[config.mk]
export PLATFORM = sky130hd
export DESIGN_NAME = snake_field_reader
export DESIGN_NICKNAME = d
export VERILOG_FILES = /design/src/rtl/snake_field_reader.sv
export SDC_FILE = /design/constraint.sdc
export NUM_CORES = 1
export LEC_CHECK = 0
export ABC_AREA = 1
export BUFFER_PORTS_ARGS = -buffer_cell sky130_fd_sc_hd__clkbuf_2
export CORE_MARGIN = 10
export CORE_UTILIZATION = 57
export CTS_CLUSTER_SIZE = 12
export DETAILED_ROUTE_END_ITERATION = 10
export GPL_TIMING_DRIVEN = 0
export PLACE_DENSITY_LB_ADDON = 0.3
export SYNTH_ARGS = -nofsm -noshare
export SYNTH_HDL_FRONTEND = slang
export SYNTH_SLANG_ARGS = --single-unit
export TNS_END_PERCENT = 100
[constraint.sdc]
create_clock -name clk -period 3 [get_ports clk]
set_input_delay 0.45 -clock clk [delete_from_list [all_inputs] [get_ports clk]]
set_output_delay 0.45 -clock clk [all_outputs]
set_load 0.005 [all_outputs]
[src/rtl/snake_field_reader.sv]
// rtl/snake_field_reader.sv - snapshots the packed snake field and streams it one cell per beat
// with per-frame snake length, apple count and invalid-code statistics.
module snake_field_reader #(
    parameter int SIZE_X     = 10,
    parameter int SIZE_Y     = 10,
    parameter int FIELD_SIZE = SIZE_X * SIZE_Y * 3,
    parameter int XBITS      = $clog2(SIZE_X),
    parameter int YBITS      = $clog2(SIZE_Y),
    parameter int CBITS      = $clog2(SIZE_X * SIZE_Y + 1)
) (
    input  logic                  clk,
    input  logic                  rst,
    input  logic [FIELD_SIZE-1:0] field,
    input  logic                  frame_req,
    output logic                  busy,
    output logic                  out_valid,
    input  logic                  out_ready,
    output logic [XBITS-1:0]      out_x,
    output logic [YBITS-1:0]      out_y,
    output logic [2:0]            out_cell,
    output logic                  out_sof,
    output logic                  out_eof,
    output logic                  frame_done,
    output logic [CBITS-1:0]      snake_len,
    output logic [CBITS-1:0]      apple_cnt,
    output logic                  bad_cell
);

    typedef enum logic [1:0] {
        IDLE   = 2'd0,
        STREAM = 2'd1,
        DONE   = 2'd2
    } state_t;

    localparam logic [XBITS-1:0] XMAX = XBITS'(SIZE_X - 1);
    localparam logic [YBITS-1:0] YMAX = YBITS'(SIZE_Y - 1);

    state_t                  state;
    state_t                  state_next;
    logic [FIELD_SIZE-1:0]   snap;
    logic [CBITS-1:0]        run_snake;
    logic [CBITS-1:0]        run_apple;
    logic                    run_bad;
    logic                    accept;
    logic                    last;
    logic                    is_snake;
    logic                    is_apple;
    logic                    is_bad;

    // The snapshot shifts down one cell per accept, so the current cell always sits at the bottom.
    assign out_cell   = snap[2:0];
    assign accept     = out_valid & out_ready;
    assign last       = (out_x == XMAX) && (out_y == YMAX);
    assign is_snake   = (out_cell != 3'd0) && (out_cell <= 3'd4);
    assign is_apple   = (out_cell == 3'd5);
    assign is_bad     = (out_cell >= 3'd6);
    assign out_sof    = out_valid && (out_x == '0) && (out_y == '0);
    assign out_eof    = out_valid && last;
    assign busy       = (state != IDLE);
    assign frame_done = (state == DONE);

    always_ff @(posedge clk or negedge rst) begin
        if (!rst) begin
            state <= IDLE;
        end else begin
            state <= state_next;
        end
    end

    always_comb begin
        state_next = state;
        case (state)
            IDLE:    if (frame_req) state_next = STREAM;
            STREAM:  if (accept && last) state_next = DONE;
            DONE:    state_next = IDLE;
            default: state_next = IDLE;
        endcase
    end

    always_ff @(posedge clk or negedge rst) begin
        if (!rst) begin
            snap      <= '0;
            out_valid <= 1'b0;
            out_x     <= '0;
            out_y     <= '0;
            run_snake <= '0;
            run_apple <= '0;
            run_bad   <= 1'b0;
            snake_len <= '0;
            apple_cnt <= '0;
            bad_cell  <= 1'b0;
        end else begin
            case (state)
                IDLE: begin
                    if (frame_req) begin
                        snap      <= field;
                        out_valid <= 1'b1;
                        out_x     <= '0;
                        out_y     <= '0;
                        run_snake <= '0;
                        run_apple <= '0;
                        run_bad   <= 1'b0;
                    end
                end
                STREAM: begin
                    if (accept) begin
                        snap      <= {3'b000, snap[FIELD_SIZE-1:3]};
                        run_snake <= run_snake + CBITS'(is_snake);
                        run_apple <= run_apple + CBITS'(is_apple);
                        run_bad   <= run_bad | is_bad;
                        if (last) begin
                            // Totals include the last cell so they are valid alongside frame_done.
                            out_valid <= 1'b0;
                            out_x     <= '0;
                            out_y     <= '0;
                            snake_len <= run_snake + CBITS'(is_snake);
                            apple_cnt <= run_apple + CBITS'(is_apple);
                            bad_cell  <= run_bad | is_bad;
                        end else if (out_x == XMAX) begin
                            out_x <= '0;
                            out_y <= out_y + 1'b1;
                        end else begin
                            out_x <= out_x + 1'b1;
                        end
                    end
                end
                default: begin
                end
            endcase
        end
    end

endmodule

======== After elaboration in Yosys (flattened, before gate mapping) ========
Cells that the tools add are included.
Widths: inputs -> output; s select.
word-level totals
  output and inout bits ................... 31
  input bits .............................. 304
  register bits after elaboration ......... 341
  logic and storage cells ................. 73
cells by class
  reductions and logical operators ........ 17
  equal/unequal tests ..................... 10
  bitwise gates (word level) .............. 2
  $add $sub $neg .......................... 4
  multiplexer cells ....................... 27
  $lt $le $gt $ge ......................... 2
operators by type and width
  operator             count
  $mux 300             2
  $pmux 300 s2         1
  $mux 4               7
  $pmux 7 s2           2
  $mux 7               3
  $pmux 4 s2           2
  $add 7x1->7          2
  $add 4x1->4 const B  2
  $eq 4x4->1 const B   2
  $logic_not 4->1      2
  $ne 2x2->1 const B   4
  $reduce_and 4->1     2
  $logic_and 1x1->1    6
  $reduce_and 3->1     2
  $mux 1               5
  $mux 2               2
  $pmux 1 s2           2
  $pmux 2 s2           1
  $reduce_bool 2->1    2
  $eq 3x3->1 const B   1
  $ge 3x3->1 const B   1
  $le 3x3->1 const B   1
  $ne 3x3->1 const B   1
  $reduce_bool 3->1    1
  6 further kinds      6

======== Longest topological paths before layout ========
Gate-level depths: netlist of the first run.
  depth in word-level cells ............... 5
  depth in mapped cells ................... 11
  depth with buffers taken out ............ 11

======== Worst setup path after synthesis of the first run ========
OpenSTA, ideal clock, no wires.
  kind .................................... reg-to-reg
  start ................................... register out_x[1]
  end ..................................... register apple_cnt[1]
  path buffers ............................ 1
  path slack .............................. 1.397 ns
  clock period less this slack ............ 1.603 ns
  cell stages (with the launch flop) ...... 11
  arrival ................................. 1.487 ns
  required time ........................... 2.884 ns
  library setup time ...................... 0.116 ns
  path through ............................ dfrtp_1 > inv_1 > ha_1 > nand2_1 > nor2_1 > nand2_1 > nor2_1 > nand2_1 > buf_2 > nand2_1 > nand2_1
on the way
  word-level cells in the longest chain between the ends .. 3
RTL lines
  element                            line  RTL
  start: declaration                 18    output logic [XBITS-1:0] out_x,
  start signal: assignment           123   out_x <= out_x + 1'b1;
  $eq 4x4->1                         53    assign last = (out_x == XMAX) && (out_y == YMAX);
  $logic_and 1x1->1                  53
  $reduce_and 3->1 (no source line)  n/a
  end signal: assignment             117   apple_cnt <= run_apple + CBITS'(is_apple);
  end: declaration                   25    output logic [CBITS-1:0] apple_cnt,
Every way passes these cells.
A chain may end at the register's enable or synchronous reset.

======== Worst setup path in the final report of the first run ========
  start ................................... register out_y[0]
  end ..................................... output port out_sof
on the way
  word-level cells in the longest chain between the ends .. 2
RTL lines
  element                   line  RTL
  start: declaration        19    output logic [YBITS-1:0] out_y,
  start signal: assignment  121   out_y <= out_y + 1'b1;
  $logic_not 4->1           57    assign out_sof = out_valid && (out_x == '0) && (out_y == '0);
  $logic_and 1x1->1         57
  end: declaration          21    output logic out_sof,
Every way passes these cells.

==> results of run 1 <==
==> worst paths after layout <==
kind,start,to,slack (ns)
max,out_y[0],out_sof,0.67
min,field[249],snap[249],0.20
max reg2reg,state[1],snap[138],0.99
min reg2reg,apple_cnt[3],apple_cnt[3],0.47
max in group asynchronous,rst,snap[13],0.80
min in group asynchronous,rst,snap[170],0.49
==> layout make-up <==
cell class                 instances  area, um2
clock buffer                      63       1250
tap                              378        473
buffer                           141        771
fill                            2115       8170
antenna                            1       2.50
sequential                       341       8530
timing repair buffer             338       1770
inverter                         324       1220
multi-input combinational       1085       5770
clock inverter                     6       55.1
==> stage by stage <==
step                      instance area [um2]  hold WS, ns  instances
after detailed placement                18500        0.459       2606
after CTS                               19800        0.178       2676
after global placement                  18400        0.458       2603
after global routing                    19800        0.191       2677
after floorplan                         16300        0.154       1891
final                                   19800        0.195       2677
==> power by group <==
group,leakage [nW],switching [W],internal (W),total (W)
Combinational,6.04,0.000178,0.000152,0.000329
Sequential,3.13,0,0.00460,0.00460
Clock,0.649,0.00184,0.00292,0.00476
==> timing repair <==
action / 4_1_cts / 5_1_grt
hold buffers: 1 / 0
buffers inserted: 0 / 0
endpoints found under the hold margin: 73 / 0
==> tightest hold or removal path: stages <==
cell	delay, ns
clkbuf_2	0.07
o211ai_1	0.08
o21ai_0	0.07
==> registers in the layout (all words and copies together), names as in the netlist <==
signal,flops
apple_cnt,7
bad_cell,1
out_valid,1
out_x,4
out_y,4
run_apple,7
run_bad,1
run_snake,7
snake_len,7
snap,300
state,2
==> cell families (layout without fill, tap and decap cells) <==
| family | after synthesis | in the layout | synth area share [%] |
|---|---|---|---|
| compound gates | 617 | 617 | 23.5 |
| xor+xnor | 8 | 8 | 0.430 |
| fa+ha+maj | 10 | 10 | 0.768 |
| buf+inv | 465 | 872 | 12.2 |
| flops | 341 | 341 | 52.4 |
| other cells | 0 | 1 | 0 |
| simple gates | 450 | 450 | 10.7 |
==> layer usage <==
metal	up-vias	global-route usage [%]
met5	-	0
met4	0	8.61
met3	86	5.38
met2	522	39.8
met1	6922	33.0
li1	7027	-
==> cells in the final DEF (no fill, tap or decap), types with 2 or more instances in the layout <==
cell	instances
nor2_1	18
buf_6	12
buf_2	70
inv_1	321
inv_2	3
dfrtp_1	341
clkbuf_2	333
o211ai_1	297
nand4_1	2
nor3_1	2
buf_16	3
clkbuf_8	15
nand2_1	399
nand3_1	24
xor2_1	7
clkbuf_1	48
a21oi_1	2
clkbuf_16	41
buf_4	17
clkinv_2	5
ha_1	10
buf_1	2
o21ai_0	64
o21ai_1	254
==> impl_metrics.yaml, run 1 <==
critical_path:
  critical_path.max_fanout: 7
  critPathMaxStageDelay_ns: 0.46
  worst-setup-path-type: "flop to primary output"
  cp_num_buf_inv: 2
  arrival_ns: 1.88
  slowest_stage: "dfrtp_1"
  cp-end-kind: "primary output"
  startpoint_type: "flop"
  critPathTopFamily: "flip-flops"
  crit_cells: 5
  cp_cell_sequence: "inv_1 > ha_1 > nand4_1 > nor4_1 > clkbuf_2"
  cp.required_ns: 2.55
  worst-r2r-cell-count: 6
power:
  ir_worst_vdd_uv: 466
  p_leak_nw: 9.83
  pwr_density_cell_nw_per_um2: 488
  total_power_w: 0.00969
placed_design:
  io_buffers: 334
  dp.final_hpwl_mm: 33.1
  gp_congestion: 0.864
  pre_cts_slack_ns: 0.709
timing:
  fin_crit_ns: 2.33
  setup_slack_ns: 0.671
  rsz0062_at_grt: "false"
  tightestPinTransition_ns: 0.633
  finClkSkew_ns: 0.00880
  setup_tns_ns: 0
  fin_crit_sh_pct: 77.6
  finalSetupViolCount: 0
  drv_slew: 0
  max_freq_ghz: 0.429
  relSlewSlack_pct: 57.8
  hold_violations: 0
synthesis:
  synth_top_cell_by_area: "dfrtp_1"
  ys_async_sr_fraction_pct: 100
  yosysUniqueCellTypes: 25
  synth_common_cells: "nand2_1 (399), dfrtp_1 (341), inv_1 (321)"
  synth-edff-count: 0
  syn_area_per_cell_um2: 8.62
  syn_inst: 1891
  ys_ff_latch: 341
  synth.most_common_cell: "nand2_1"
  synth_seq_area_share_pct: 52.4
  synth_area_leaders: "dfrtp_1 (52%), o211ai_1 (14%), nand2_1 (9.2%)"
  synth_area_um2: 16300
  synth_fp_nets: 2205
  yosysWarnings: 0
  synthFlopType: "dfrtp_1"
  synth_top_area_share_pct: 52.4
global_route:
  grt-ovfl-total: 0
  grt_pass1_wl_mm: 74.3
  grt_pass1_vias: 14900
  grt_max_degree: 93
  grt_usage_pct: 24.9
  antenna_found_initial: 1
route:
  wl_met3_mm: 3.33
  wl_met2_mm: 21.2
  wl_per_cell_um: 17.0
  drc: 0
  drtIter0Drc: 1081
  drt_first_pass_iters: 5
  routed-via-count: 14600
  maxUsedRoutingLayer: "met4"
  drtAntennaViolNets: 0
  wl_met1_mm: 19.5
  wirelength_mm: 45.4
  viasPerCell: 5.44
min_path:
  min_path_cells: 3
  min_path_type: "input pin to flop"
cts:
  cts-root-buf: "clkbuf_16"
  cts_resized: 0
  cts_tree: "done"
  max-clock-path-buffers: 3
  clk_pin_slew_ns: 0.06
  cts_made_buffers: 38
  clock-sinks: 341
  insertion_delay_ns: 0.52
  htree_num_levels: 2
status:
  status: "completed"
die:
  num_rows: 61
  initial_core_util_pct: 58.2
  die_h_um: 189
  core_area_um2: 28000
  ios: 335
  dieArea_um2: 35700
  die_x_um: 189
finish:
  nets: 2583
  final_core_util_pct: 70.8
  synthToLayoutAreaGrowth_pct: 21.8
  drive_above_1_share_pct: 21.9
run:
  cap_violations: 0
Power figures use the tool's default switching activity.
==> run 2, diff against run 1 <==
--- a/config.mk
+++ b/config.mk
@@ -5,10 +5,10 @@
 export SDC_FILE = /design/constraint.sdc
 export NUM_CORES = 1
 export LEC_CHECK = 0
-export ABC_AREA = 1
+export ABC_AREA = 0
 export BUFFER_PORTS_ARGS = -buffer_cell sky130_fd_sc_hd__clkbuf_2
 export CORE_MARGIN = 10
-export CORE_UTILIZATION = 57
+export CORE_UTILIZATION = 49
 export CTS_CLUSTER_SIZE = 12
 export DETAILED_ROUTE_END_ITERATION = 10
 export GPL_TIMING_DRIVEN = 0
==> constraint.sdc (replaced) <==
create_clock -name clk -period 1.9 [get_ports clk]
set_input_delay 0.285 -clock clk [delete_from_list [all_inputs] [get_ports clk]]
set_output_delay 0.285 -clock clk [all_outputs]
set_load 0.005 [all_outputs]
==> run 2 against run 1 <==
The flow now finishes with violations (setup timing). Flip-flop and latch count is the same. Worst setup slack lost 0.74 ns. Total power grew to 3.5 times the previous value. Highest routed layer is now met5.
==> impl_metrics.yaml, run 2 <==
status:
  status: "complete, but fails checks"
  violations: "setup timing"
finish:
  multi_input_area_um2: 6290
  layout_common_cells: "nand2_1 (618), clkbuf_2 (379), dfrtp_1 (336)"
  final_common_cell: "nand2_1"
  largest_reg_flops: 300
  nets: 2585
  top_register: "snap"
  synthToLayoutAreaGrowth_pct: 28.7
  regArea_um2: 8540
  drive_above_1_share_pct: 25.0
  n_fill_cell: 2601
global_route:
  grt_pass1_vias: 14700
  grt_pass1_wl_mm: 75.0
  antenna_found_initial: 5
  grt-ovfl-total: 0
  grt_usage_pct: 23.3
  grt_max_degree: 115
synthesis:
  synth_area_leaders: "dfrtp_1 (55%), nand2_1 (15%), a31oi_1 (12%)"
  yosysUniqueCellTypes: 40
  synth_area_um2: 15400
  synthFlopType: "dfrtp_1"
  yosysWarnings: 0
  synth-edff-count: 0
  syn_inst: 1837
  synth_top_area_share_pct: 55.4
  syn_area_per_cell_um2: 8.38
  synth_top_cell_by_area: "dfrtp_1"
  ys_async_sr_fraction_pct: 100
  synth_common_cells: "nand2_1 (618), dfrtp_1 (341), nor2_1 (320)"
  synth.most_common_cell: "nand2_1"
  ys_ff_latch: 341
  synth_seq_area_share_pct: 55.4
  synth_fp_nets: 2151
critical_path:
  cp.required_ns: 1.62
  arrival_ns: 1.68
  worst-setup-path-type: "flop to primary output"
  startpoint_type: "flop"
  critical_path.max_fanout: 5
  r2r_start: "state[0]"
  cp-end-kind: "primary output"
  crit_start: "out_x[0]"
route:
  wirelength_mm: 47.3
  drc: 0
  drtAntennaViolNets: 0
  drtIter0Drc: 1152
  drt_first_pass_iters: 5
  viasPerCell: 5.47
  wl_per_cell_um: 17.5
  routed-via-count: 14700
cts:
  clock-sinks: 341
  clk_pin_slew_ns: 0.06
  cts_made_buffers: 39
  max-clock-path-buffers: 3
  htree_num_levels: 2
  insertion_delay_ns: 0.52
  cts_tree: "done"
  cts-root-buf: "clkbuf_16"
timing:
  holdWs_ns: 0.00985
  drv_slew: 0
  max_freq_ghz: 0.509
  tightestPinTransition_ns: 0.606
  fin_crit_ns: 1.97
  finalSetupViolCount: 1
  rsz0062_at_grt: "true"
  hold_violations: 0
  finClkSkew_ns: 0.0162
  setup_slack_ns: -0.0653
  setup_tns_ns: -0.0653
  fin_crit_sh_pct: 103
  relSlewSlack_pct: 59.6
die:
  initial_core_util_pct: 50.0
  dieArea_um2: 38900
  die_h_um: 197
  num_rows: 64
  ios: 335
  core_area_um2: 30800
  die_x_um: 197
placed_design:
  io_buffers: 334
  gp_congestion: 0.886
  dp.final_hpwl_mm: 33.4
power:
  ir_worst_vdd_uv: 843
  pwr_density_cell_nw_per_um2: 1700
  p_leak_nw: 9.54
  total_power_w: 0.0338
min_path:
  min_path_type: "input pin to flop"
  hp-start: "field[56]"
run:
  cap_violations: 0
[run 2: changes by cell type in the layout (fill, tap and decap cells not counted), moves of 219 or more]
cell      delta
nand2_1    +219
a31oi_1    +299
nor2_1     +300
inv_1      -318
o21ai_1    -252
o211ai_1   -297
[run 2: final timing paths]
| check | end | slack (ns) | cells after the start |
|---|---|---|---|
| setup / recovery | out_eof | -0.07 | 5 |
| hold / removal | snap[56] | 0.01 | 3 |
| setup reg to reg | out_y[3] | 0.05 | 5 |
| hold reg to reg | run_snake[0] | 0.50 | 2 |
| max in group asynchronous | snap[86] | 0.41 | 4 |
| min in group asynchronous | snap[216] | 0.26 | 2 |
[run 2: logic make-up after synthesis]
group / Yosys count / synth area share [%]
xor+xnor: 11 / 0.626
compound gates: 350 / 14.2
mux: 6 / 0.431
flops: 341 / 55.4
fa+ha+maj: 10 / 0.812
buf+inv: 150 / 4.31
simple gates: 969 / 24.2
[run 2: critical path, cell delays in order (launching register included)]
cell and delay (ns):
dfrtp_1 0.42, ha_1 0.17, nand3b_1 0.12, or2_4 0.29, nor2_2 0.07, buf_2 0.11
[run 2: layout make-up]
type	count	share of cell area [%]
Multi-Input combinational cell	1347	31.8
Sequential cell	341	43.1
Buffer	141	4.56
Antenna cell	4	0.0505
Timing Repair Buffer	395	11.7
Clock inverter	6	0.164
Inverter	6	0.114
Tap cell	396	2.50
Clock buffer	61	6.06
[run 2: metal layers]
layer	routed length (um)	vias to the layer above	track usage [%]
met1	20200	7079	31.5
li1	-	7019	-
met5	13	-	0
met2	22300	567	37.5
met3	3800	75	4.96
met4	1010	2	6.24
[run 2: through the flow]
step / cells / setup WS [ns] / cell area [um2] / util (%)
finish: 2697 / -0.0653 / 19800 / 64.3
global route: 2695 / -0.154 / 19800 / 64.3
CTS: 2687 / -0.0740 / 19600 / 63.7
detailed placement: 2570 / -0.537 / 17700 / 57.3
global placement: 2567 / -6.90 / 17600 / 57.0
floorplan: 1837 / 0.0860 / 15400 / -
[run 2: where the power goes]
group / internal (W) / total [W] / switching, W
sequential: 0.0107 / 0.0127 / 0.00195
clock: 0.00432 / 0.00726 / 0.00294
combinational: 0.00560 / 0.0138 / 0.00822
total: 0.0207 / 0.0338 / 0.0131
[run 2: timing repair]
action,in CTS,in global routing
endpoints found under the hold margin,74,0
pin swaps,5,9
gates resized for setup,106,65
gates cloned,0,1
hold buffers,42,0
setup buffers,11,5
endpoints found under the setup margin,331,292
